<file path="src/rtl/data_mem_arbiter_if.sv">
// Bundle of both requester ports and the shared data-memory bus.
// The arbiter takes the slave view; requesters and memory take the master view.
interface data_mem_arbiter_if #(
    parameter int ADDR_W = 8,
    parameter int DATA_W = 8
);
    logic              req0_valid;
    logic              req0_we;
    logic [ADDR_W-1:0] req0_addr;
    logic [DATA_W-1:0] req0_wdata;
    logic              req0_ready;
    logic              rsp0_valid;
    logic [DATA_W-1:0] rsp0_rdata;

    logic              req1_valid;
    logic              req1_we;
    logic [ADDR_W-1:0] req1_addr;
    logic [DATA_W-1:0] req1_wdata;
    logic              req1_ready;
    logic              rsp1_valid;
    logic [DATA_W-1:0] rsp1_rdata;

    logic [ADDR_W-1:0] mem_addr;
    logic              mem_read;
    logic              mem_write;
    logic [DATA_W-1:0] mem_wdata;
    logic [DATA_W-1:0] mem_rdata;

    modport slave (
        input  req0_valid, req0_we, req0_addr, req0_wdata,
        output req0_ready, rsp0_valid, rsp0_rdata,
        input  req1_valid, req1_we, req1_addr, req1_wdata,
        output req1_ready, rsp1_valid, rsp1_rdata,
        output mem_addr, mem_read, mem_write, mem_wdata,
        input  mem_rdata
    );

    modport master (
        output req0_valid, req0_we, req0_addr, req0_wdata,
        input  req0_ready, rsp0_valid, rsp0_rdata,
        output req1_valid, req1_we, req1_addr, req1_wdata,
        input  req1_ready, rsp1_valid, rsp1_rdata,
        input  mem_addr, mem_read, mem_write, mem_wdata,
        output mem_rdata
    );
endinterface

</file>
<file path="src/rtl/data_mem_arbiter.sv">
// Round-robin two-port arbiter for the single-port data memory, with
// registered one-cycle read responses per port.
module data_mem_arbiter #(
    parameter int ADDR_W = 8,
    parameter int DATA_W = 8
) (
    input logic               clk,
    input logic               reset,
    data_mem_arbiter_if.slave bus
);
    logic last;
    logic win0;
    logic win1;
    logic rd0;
    logic rd1;

    // The port that did not win last time takes priority on contention.
    always_comb begin
        win0 = 1'b0;
        win1 = 1'b0;
        if (!reset) begin
            win0 = bus.req0_valid & (~bus.req1_valid | last);
            win1 = bus.req1_valid & (~bus.req0_valid | ~last);
        end
    end

    assign rd0 = win0 & ~bus.req0_we;
    assign rd1 = win1 & ~bus.req1_we;

    assign bus.req0_ready = win0;
    assign bus.req1_ready = win1;

    always_comb begin
        bus.mem_addr  = '0;
        bus.mem_wdata = '0;
        bus.mem_read  = 1'b0;
        bus.mem_write = 1'b0;
        unique case (1'b1)
            win0: begin
                bus.mem_addr  = bus.req0_addr;
                bus.mem_wdata = bus.req0_wdata;
                bus.mem_write = bus.req0_we;
                bus.mem_read  = ~bus.req0_we;
            end
            win1: begin
                bus.mem_addr  = bus.req1_addr;
                bus.mem_wdata = bus.req1_wdata;
                bus.mem_write = bus.req1_we;
                bus.mem_read  = ~bus.req1_we;
            end
            default: ;
        endcase
    end

    always_ff @(posedge clk) begin
        if (reset) begin
            last           <= 1'b1;
            bus.rsp0_valid <= 1'b0;
            bus.rsp1_valid <= 1'b0;
            bus.rsp0_rdata <= '0;
            bus.rsp1_rdata <= '0;
        end else begin
            bus.rsp0_valid <= rd0;
            bus.rsp1_valid <= rd1;
            if (rd0) bus.rsp0_rdata <= bus.mem_rdata;
            if (rd1) bus.rsp1_rdata <= bus.mem_rdata;
            if (win0)      last <= 1'b0;
            else if (win1) last <= 1'b1;
        end
    end
endmodule

</file>
<file path="src/flat_wrapper.sv">
// flat-port wrapper written by rule: the top's interface ports become plain ports
module data_mem_arbiter_flat 
#(
    parameter int ADDR_W = 8,
    parameter int DATA_W = 8
)
  (clk, reset, bus_req0_valid, bus_req0_we, bus_req0_addr, bus_req0_wdata, bus_req0_ready, bus_rsp0_valid, bus_rsp0_rdata, bus_req1_valid, bus_req1_we, bus_req1_addr, bus_req1_wdata, bus_req1_ready, bus_rsp1_valid, bus_rsp1_rdata, bus_mem_addr, bus_mem_read, bus_mem_write, bus_mem_wdata, bus_mem_rdata);
  data_mem_arbiter_if #(.ADDR_W(ADDR_W), .DATA_W(DATA_W)) bus_i ();
  input logic clk;
  input logic reset;
  input wire logic [$bits(bus_i.req0_valid)-1:0] bus_req0_valid;
  input wire logic [$bits(bus_i.req0_we)-1:0] bus_req0_we;
  input wire logic [$bits(bus_i.req0_addr)-1:0] bus_req0_addr;
  input wire logic [$bits(bus_i.req0_wdata)-1:0] bus_req0_wdata;
  output wire logic [$bits(bus_i.req0_ready)-1:0] bus_req0_ready;
  output wire logic [$bits(bus_i.rsp0_valid)-1:0] bus_rsp0_valid;
  output wire logic [$bits(bus_i.rsp0_rdata)-1:0] bus_rsp0_rdata;
  input wire logic [$bits(bus_i.req1_valid)-1:0] bus_req1_valid;
  input wire logic [$bits(bus_i.req1_we)-1:0] bus_req1_we;
  input wire logic [$bits(bus_i.req1_addr)-1:0] bus_req1_addr;
  input wire logic [$bits(bus_i.req1_wdata)-1:0] bus_req1_wdata;
  output wire logic [$bits(bus_i.req1_ready)-1:0] bus_req1_ready;
  output wire logic [$bits(bus_i.rsp1_valid)-1:0] bus_rsp1_valid;
  output wire logic [$bits(bus_i.rsp1_rdata)-1:0] bus_rsp1_rdata;
  output wire logic [$bits(bus_i.mem_addr)-1:0] bus_mem_addr;
  output wire logic [$bits(bus_i.mem_read)-1:0] bus_mem_read;
  output wire logic [$bits(bus_i.mem_write)-1:0] bus_mem_write;
  output wire logic [$bits(bus_i.mem_wdata)-1:0] bus_mem_wdata;
  input wire logic [$bits(bus_i.mem_rdata)-1:0] bus_mem_rdata;
  assign bus_i.req0_valid = bus_req0_valid;
  assign bus_i.req0_we = bus_req0_we;
  assign bus_i.req0_addr = bus_req0_addr;
  assign bus_i.req0_wdata = bus_req0_wdata;
  assign bus_req0_ready = bus_i.req0_ready;
  assign bus_rsp0_valid = bus_i.rsp0_valid;
  assign bus_rsp0_rdata = bus_i.rsp0_rdata;
  assign bus_i.req1_valid = bus_req1_valid;
  assign bus_i.req1_we = bus_req1_we;
  assign bus_i.req1_addr = bus_req1_addr;
  assign bus_i.req1_wdata = bus_req1_wdata;
  assign bus_req1_ready = bus_i.req1_ready;
  assign bus_rsp1_valid = bus_i.rsp1_valid;
  assign bus_rsp1_rdata = bus_i.rsp1_rdata;
  assign bus_mem_addr = bus_i.mem_addr;
  assign bus_mem_read = bus_i.mem_read;
  assign bus_mem_write = bus_i.mem_write;
  assign bus_mem_wdata = bus_i.mem_wdata;
  assign bus_i.mem_rdata = bus_mem_rdata;
  data_mem_arbiter #(.ADDR_W(ADDR_W), .DATA_W(DATA_W)) u_core (.clk(clk), .reset(reset), .bus(bus_i));
endmodule
</file>
<file path="config.mk">
export PLATFORM = sky130hd
export DESIGN_NAME = data_mem_arbiter_flat
export DESIGN_NICKNAME = d
export VERILOG_FILES = /design/src/rtl/data_mem_arbiter_if.sv /design/src/rtl/data_mem_arbiter.sv /design/src/flat_wrapper.sv
export SDC_FILE = /design/constraint.sdc
export NUM_CORES = 1
export LEC_CHECK = 0
export CORE_MARGIN = 2
export CORE_UTILIZATION = 31
export DETAILED_ROUTE_END_ITERATION = 16
export GPL_ROUTABILITY_DRIVEN = 0
export HOLD_SLACK_MARGIN = 0.05
export PLACE_DENSITY_LB_ADDON = 0.15
export SKIP_CTS_REPAIR_TIMING = 1
export SYNTH_ARGS = -nofsm -noshare
export SYNTH_HDL_FRONTEND = slang
export SYNTH_SLANG_ARGS = --single-unit
</file>
<file path="constraint.sdc">
create_clock -name clk -period 1.81 [get_ports clk]
set_clock_uncertainty 0.05 [all_clocks]
set_input_delay 0.2715 -clock clk [delete_from_list [all_inputs] [get_ports clk]]
set_output_delay 0.2715 -clock clk [all_outputs]
set_load 0.05 [all_outputs]
</file>
---- Word-level counts from Yosys, hierarchy flattened ----
Cells that the tools add are included.
cells by class
  mux-type cells .......................... 8
  bitwise gates (word level) .............. 11
  reduce and logical (&&, ||, !) cells .... 1
operators with widths
  cell               number
  $pmux 8 s2         2
  $not 1->1          5
  $and 1x1->1        4
  $mux 1             4
  $pmux 1 s2         2
  $or 1x1->1         2
  $reduce_bool 2->1  1
word-level totals
  bits in registers ....................... 19
  input port bits ......................... 46
  output and inout bits ................... 38
  logic and storage cells ................. 25

---- Longest topological paths before layout ----
Gate-level depths: netlist of the first run.
  depth after elaboration ................. 6
  gate-level depth with buffers ........... 6
  depth with buffers taken out ............ 4

---- Least setup slack after synthesis of the first run ----
No wires, ideal clock.
  kind .................................... flip-flop to output port
  start point ............................. reg u_core.last
  end point ............................... out bus_mem_read
  arrival time ............................ 1.809 ns
  required time ........................... 1.488 ns
  setup slack ............................. -0.320 ns
  stages on the path, launching flop included .. 6
  path buffers ............................ 2
  cells stage by stage .................... dfxtp_1 -> and2_1 -> buf_6 -> or3_4 -> buf_6 -> o22ai_1
on the way
  longest elaborated chain between the ends .. 5
  elaborated cells between the ends (all ways) .. 8
ends and longest elaborated chain
  item                    RTL line                source
  start, declared         data_mem_arbiter.sv:11  logic last;
  start signal, assigned  data_mem_arbiter.sv:57  last <= 1'b1;
  start signal, assigned  data_mem_arbiter.sv:67  if (win0) last <= 1'b0;
  start signal, assigned  data_mem_arbiter.sv:68  else if (win1) last <= 1'b1;
  $not 1->1               data_mem_arbiter.sv:23  win1 = bus.req1_valid & (~bus.req0_valid | ~last);
  $or 1x1->1              data_mem_arbiter.sv:23
  $and 1x1->1             data_mem_arbiter.sv:23
  $mux 1                  data_mem_arbiter.sv:21  if (!reset) begin
  $pmux 1 s2 (*)          data_mem_arbiter.sv:38  unique case (1'b1)
  end, declared           flat_wrapper.sv:26      output wire logic [$bits(bus_i.mem_read)-1:0] bus_mem_read;
Every way passes the cells marked *; elsewhere a longest branch is shown, timed or not.

---- Final worst setup path of the first run ----
Ends and elaborated chain as after synthesis.

==> flow_summary_export.csv, run 1 <==
group,metric,value,unit
timing,setup_ws,-186.0,ps
die,pin_count,84,
timing,clock.fmax,501.0,MHz
logic_synthesis,synth_most_common_cell,"dfxtp_1",
pwr,ir_drop,0.4165,mV
pwr,clockPowerShare,17.3,%
timing,tightest_slew,500.4,ps
global_route,grt_use_met1,27.39,%
route,drtIter0Drc,37,
critical_path,end_kind,"output pin",
timing,period_needed,1996,ps
pwr,switchingPower,0.4476,mW
flow_run,maxCapViolations,0,
logic_synthesis,synth.distinct_cells,18,
die,core_region_area,0.003003,mm^2
logic_synthesis,netlist_area,957.2,um^2
global_route,grt_use_total,22.02,%
logic_synthesis,yosys_register_bits,19,
clocking,cts_buffer_depth,2,
timing,slew_viol_final,0,
clocking,cts-root-buf,"clkbuf_4",
global_route,use_met3,4.148,%
pwr,seqPwrFrac,35.7,%
logic_synthesis,async_reset_ff_share,0,%
timing,relSlewSlack,66.58,%
logic_synthesis,avgSynthCellArea,9.572,um^2
min_path,hp-class,"in -> reg",
logic_synthesis,synth-main-ff-cell,"dfxtp_1",
timing,rsz0062_at_grt,"yes",
clocking,cts_buffers,3,
die,start_util,31.87,%
timing,final-hold-violation-count,0,
logic_synthesis,synth_edf_count,0,
final_layout,fin_util,72.63,%
final_layout,fin_nets,236,
clocking,cts_tree,"done",
clocking,worstSkewPairLatency,310,ps
placed_design,numPortBuffers,83,
final_layout,drive_gt1_share,36.51,%
global_route,grt_pass1_wl,5.858,mm
critical_path,cp.arrival,1670,ps
critical_path,criticalPathCategory,"reg -> out",
route,route.vias.total,1221,
pwr,power_leakage,0.9884,nW
logic_synthesis,synth_top_area_cell,"dfxtp_1",
critical_path,crit_path_max_fanout,3,
route,viasPerCell,5.500,
placed_design,hpwlAfterDp,3.083,mm
logic_synthesis,yosysTopAreaCellShare,39.74,%
logic_synthesis,ys_warn_count,0,
die,num_rows,20,
global_route,antenna_found_initial,0,
final_layout,antenna_cells,0,
route,detail-route-antenna-nets,0,
critical_path,startpoint_type,"flop",
global_route,grt_busiest_layer,"met2",
logic_synthesis,synthCells,100,
global_route,grt_pass1_vias,1186,
die,die_y,59.57,um
route,detail_route.wl_per_cell,17.91,um
timing,setup_viol,20,
clocking,cts_max_level,1,
route,first_pass_iters,4,
pwr,power.total,1.255,mW
global_route,grt_max_degree,19,
clocking,clock-sinks,19,
global_route,grt_use_met2,38.30,%
critical_path,cp-startpoint,"u_core.last",
logic_synthesis,yosys-top-cells-count,"dfxtp_1, a22o_1, o311ai_0, o31ai_1, inv_1",
critical_path,r2r_start,"u_core.last",
status,violations,"negative setup slack",
die,die_area,0.003548,mm^2
final_layout,area_growth,127.8,%
critical_path,cp.required,1490,ps
pwr,powerDensity,575.5,mW/mm^2
timing,min_period_over_period,110.3,%
route,drc,0,
min_path,holdCritStartpoint,"bus_req1_valid",
die,die_w,59.57,um
logic_synthesis,ys_seq_area_share,39.74,%
status,outcome,"finished, violations left",
logic_synthesis,synth_area_leaders,"dfxtp_1, a22o_1, o311ai_0",
pwr,swShare,35.66,%
route,wirelength,3.975,mm
pwr,p_int,0.8075,mW
clocking,path_clk_slew,110,ps
global_route,grt_overflow,0,
logic_synthesis,syn_nets,146,
pwr,power_frac_comb,47.0,%
==> layer usage <==
metal,vias to the layer above,wire length [um]
li1,578,-
met1,578,1614
met2,60,2011
met3,5,302
met4,0,46
met5,-,0
==> state kept, by name, indices dropped and copies added (netlist names) <==
signal,count
u_core.bus.rsp0_rdata,8
u_core.bus.rsp0_valid,1
u_core.bus.rsp1_rdata,8
u_core.bus.rsp1_valid,1
u_core.last,1
==> final timing paths <==
| kind | endpoint | slack (ps) | cells past startpoint |
|---|---|---|---|
| setup / recovery | bus_mem_read | -190 | 5 |
| hold / removal | u_core.last | 250 | 3 |
| setup reg to reg | u_core.bus.rsp1_rdata[3] | 250 | 5 |
| hold reg to reg | u_core.bus.rsp1_rdata[2] | 460 | 2 |
==> cells by family after synthesis <==
family,Yosys count,share of synthesized area (%)
compound gates,51,43.92
buf+inv,23,11.76
flops,19,39.74
simple gates,7,4.576
==> power groups by stage <==
stage / Sequential [mW] / Clock [mW] / Combinational, mW
CTS: 0.448 / 0.224 / 0.569
global route: 0.450 / 0.239 / 0.616
finish: 0.448 / 0.217 / 0.590
floorplan: 0.518 / 0 / 0.209
global placement: 0.456 / 0 / 0.560
detailed placement: 0.457 / 0 / 0.567
==> cells in the final DEF (no fill, tap or decap), drive strengths merged, types with 3 or more instances in the layout <==
| cell | instances |
|---|---|
| clkdlybuf4s50 | 45 |
| buf | 44 |
| dfxtp | 19 |
| a22o | 17 |
| o311ai | 16 |
| o31ai | 16 |
| inv | 11 |
| dlymetal6s2s | 6 |
| nor2 | 3 |
| clkbuf | 3 |
| clkinv | 3 |
==> area by class of cell <==
type                    instances  area [um^2]
fillers                       241        822.0
flip-flops and latches         19        381.6
repair buffers                 95         1110
well taps                      33        41.29
inverters                      13        73.82
clock buffers                   3        22.52
multi-input cells              58        546.8
clock inverters                 1        5.005
==> metrics by stage <==
step	cell area, um^2	setup WS, ps	hold slack, ps	setup TNS (ps)	std cells
after floorplan	984.7	-40.53	382.2	-348.7	100
after global placement	2052	-326.7	434.0	-6085	218
after detailed placement	2052	-390.4	438.2	-7329	218
after CTS	2079	-402.2	462.1	-7164	222
after global routing	2181	-238.4	275.0	-3650	222
final	2181	-186.0	253.2	-2802	222
==> critical path, cell delays in order (launching register included) <==
cell	delay [ps]
dfxtp_2	350
and2_4	140
or3_4	410
buf_6	140
o22ai_4	160
buf_12	160
(Power assumes the default switching activity.)
==> run 2: changes to the inputs <==
Settings changed: ABC_AREA set to 1, CORE_ASPECT_RATIO set to 0.5, CORE_UTILIZATION 31 to 34, CTS_CLUSTER_SIZE set to 16.
==> flow_summary_export.csv, run 2 <==
group,metric,value,unit
status,outcome,"complete, no violations",
logic_synthesis,yosys_register_bits,19,
timing,setup_ws,74.14,ps
critical_path,startpoint_type,"flop",
final_layout,nFillCells,249,
die,pin_count,84,
global_route,grt_pass1_vias,1374,
die,core_region_area,0.003136,mm^2
critical_path,cp-startpoint,"u_core.bus.rsp1_rdata[7]",
route,first_pass_iters,6,
placed_design,hpwlAfterDp,3.108,mm
logic_synthesis,synth.distinct_cells,19,
logic_synthesis,ys_seq_area_share,32.51,%
timing,min_period_over_period,95.90,%
critical_path,worstPathCellList,"clkdlybuf4s50_1",
pwr,power_leakage,1.208,nW
clocking,worstSkewPairLatency,250,ps
min_path,hp-class,"in -> reg",
critical_path,crit_path_max_fanout,2,
timing,clock.fmax,576.1,MHz
clocking,cts_buffer_depth,2,
timing,setup_viol,0,
logic_synthesis,synth-main-ff-cell,"dfxtp_1",
clocking,clock-sinks,19,
logic_synthesis,ys_warn_count,0,
global_route,grt_max_degree,18,
pwr,powerDensity,571.2,mW/mm^2
clocking,cts_tree,"done",
logic_synthesis,async_reset_ff_share,0,%
placed_design,post-place-ws,-104.8,ps
global_route,antenna_found_initial,0,
clocking,cts-root-buf,"clkbuf_8",
global_route,grt_pass1_wl,6.306,mm
die,die_w,86.96,um
logic_synthesis,synth_edf_count,0,
flow_run,maxCapViolations,0,
critical_path,crit_slowest_cell,"clkdlybuf4s50_1",
die,die_area,0.003955,mm^2
logic_synthesis,synthCells,196,
final_layout,reg.largest.list,"u_core.bus.rsp0_rdata x8, u_core.bus.rsp1_rdata x8",
logic_synthesis,yosysTopAreaCellShare,32.51,%
final_layout,antenna_cells,0,
route,detail-route-antenna-nets,0,
critical_path,end_kind,"output pin",
logic_synthesis,synth_top_area_cell,"dfxtp_1",
final_layout,area_growth,105.6,%
placed_design,numPortBuffers,83,
pwr,ir_drop,0.4908,mV
die,start_util,37.31,%
critical_path,cp_num_buf_inv,1,
final_layout,drive_gt1_share,24.66,%
clocking,cts_max_level,1,
final_layout,layout_commonest_cell,"nand2_1",
placed_design,dp.cells,327,
critical_path,cp.required,1490,ps
timing,fin_hold_ws,288.2,ps
critical_path,slowest_delay,820,ps
min_path,holdCritStartpoint,"bus_req0_valid",
logic_synthesis,avgSynthCellArea,5.969,um^2
logic_synthesis,syn_nets,242,
final_layout,stdcell_count,332,
critical_path,crit_family,"buffers and inverters",
logic_synthesis,synth_most_common_cell,"nand2_1",
logic_synthesis,yosys-top-cells-count,"nand2_1, inv_1, dfxtp_1",
pwr,power.total,1.374,mW
global_route,grt_overflow,0,
timing,rsz0062_at_grt,"no",
timing,slew_viol_final,0,
route,wirelength,4.080,mm
route,viasPerCell,4.431,
final_layout,fin_nets,339,
route,drc,0,
route,drtIter0Drc,44,
die,num_rows,14,
route,route.vias.total,1471,
logic_synthesis,netlist_area,0.001170,mm^2
logic_synthesis,synth_area_leaders,"dfxtp_1, nand2_1, inv_1",
clocking,cts_buffers,3,
global_route,grt_use_total,20.62,%
timing,tightest_slew,518.5,ps
die,die_y,45.48,um
timing,period_needed,1736,ps
timing,relSlewSlack,65.32,%
critical_path,cp.arrival,1410,ps
timing,final-hold-violation-count,0,
timing,tns,0,ps
route,detail_route.wl_per_cell,12.29,um
final_layout,final_cell_mix,"nand2_1, clkdlybuf4s50_1, inv_1",
critical_path,r2r_start,"u_core.last",
clocking,path_clk_slew,70,ps
critical_path,criticalPathCategory,"reg -> out",
run 2: cell types whose count changed after synthesis, moves of 2 or more:
cell | previous run | this run
nor2_4 | 0 | 2
clkinv_1 | 0 | 3
clkbuf_1 | 2 | 0
a22o_1 | 17 | 0
o311ai_0 | 16 | 0
buf_6 | 3 | 1
nor2_1 | 3 | 16
nand2_1 | 0 | 80
buf_1 | 3 | 0
nand2_2 | 0 | 4
nand4_1 | 0 | 16
o31ai_1 | 16 | 0
inv_1 | 11 | 44
run 2: per-layer routing:
| metal | vias to the layer above | part of all wire, % | wire length (um) | global-route usage (%) |
|---|---|---|---|---|
| met2 | 60 | 46 | 1878 | 37.10 |
| met1 | 642 | 45 | 1828 | 24.86 |
| met3 | 2 | 8.6 | 351 | 5.616 |
| met5 | - | 0 | 0 | 0 |
| met4 | 0 | 0.51 | 21 | 5.625 |
| li1 | 767 | - | - | - |
run 2: metrics by stage:
stage | cell area, um^2 | util, %
finish | 2405 | 76.70
global route | 2405 | 76.70
CTS | 2335 | 74.46
detailed placement | 2290 | 73.02
global placement | 2290 | 73.02
floorplan | 1170 | -
run 2: final timing paths:
kind,endpoint,slack [ps],cells past startpoint
max,bus_rsp1_rdata[7],70,1
min reg2reg,u_core.bus.rsp0_rdata[1],460,4
max reg2reg,u_core.bus.rsp0_rdata[5],550,8
min,u_core.last,290,2
run 2: power breakdown:
part           switching [mW]  total, mW  internal (mW)
Sequential             0.0101      0.449          0.439
Combinational           0.336      0.627          0.291
Clock                   0.141      0.298          0.157
Total                   0.488       1.37          0.886
run 2: worst register-to-register path, cell delays in order, from the launching register on:
cell	delay (ps)
dfxtp_1	340
inv_1	80
nand2_2	90
buf_4	190
nand3_4	80
buf_4	170
nand2_1	60
inv_1	40
nor2_1	100
run 2: layout make-up:
type	instances	area, um^2	area share (%)
clock buffer	4	45.04	1.873
inverter	50	195.2	8.117
multi-input combinational	123	593.1	24.66
sequential	19	380.4	15.82
tap	40	50.05	2.081
timing repair buffer	96	1141	47.45
run 2: cell families (layout without fill, tap and decap cells):
group           count (synthesis)  after routing  synth area share [%]
simple gates                  121            121                 46.74
buf+inv                        54            150                 19.57
flops                          19             19                 32.51
compound gates                  2              2                 1.177
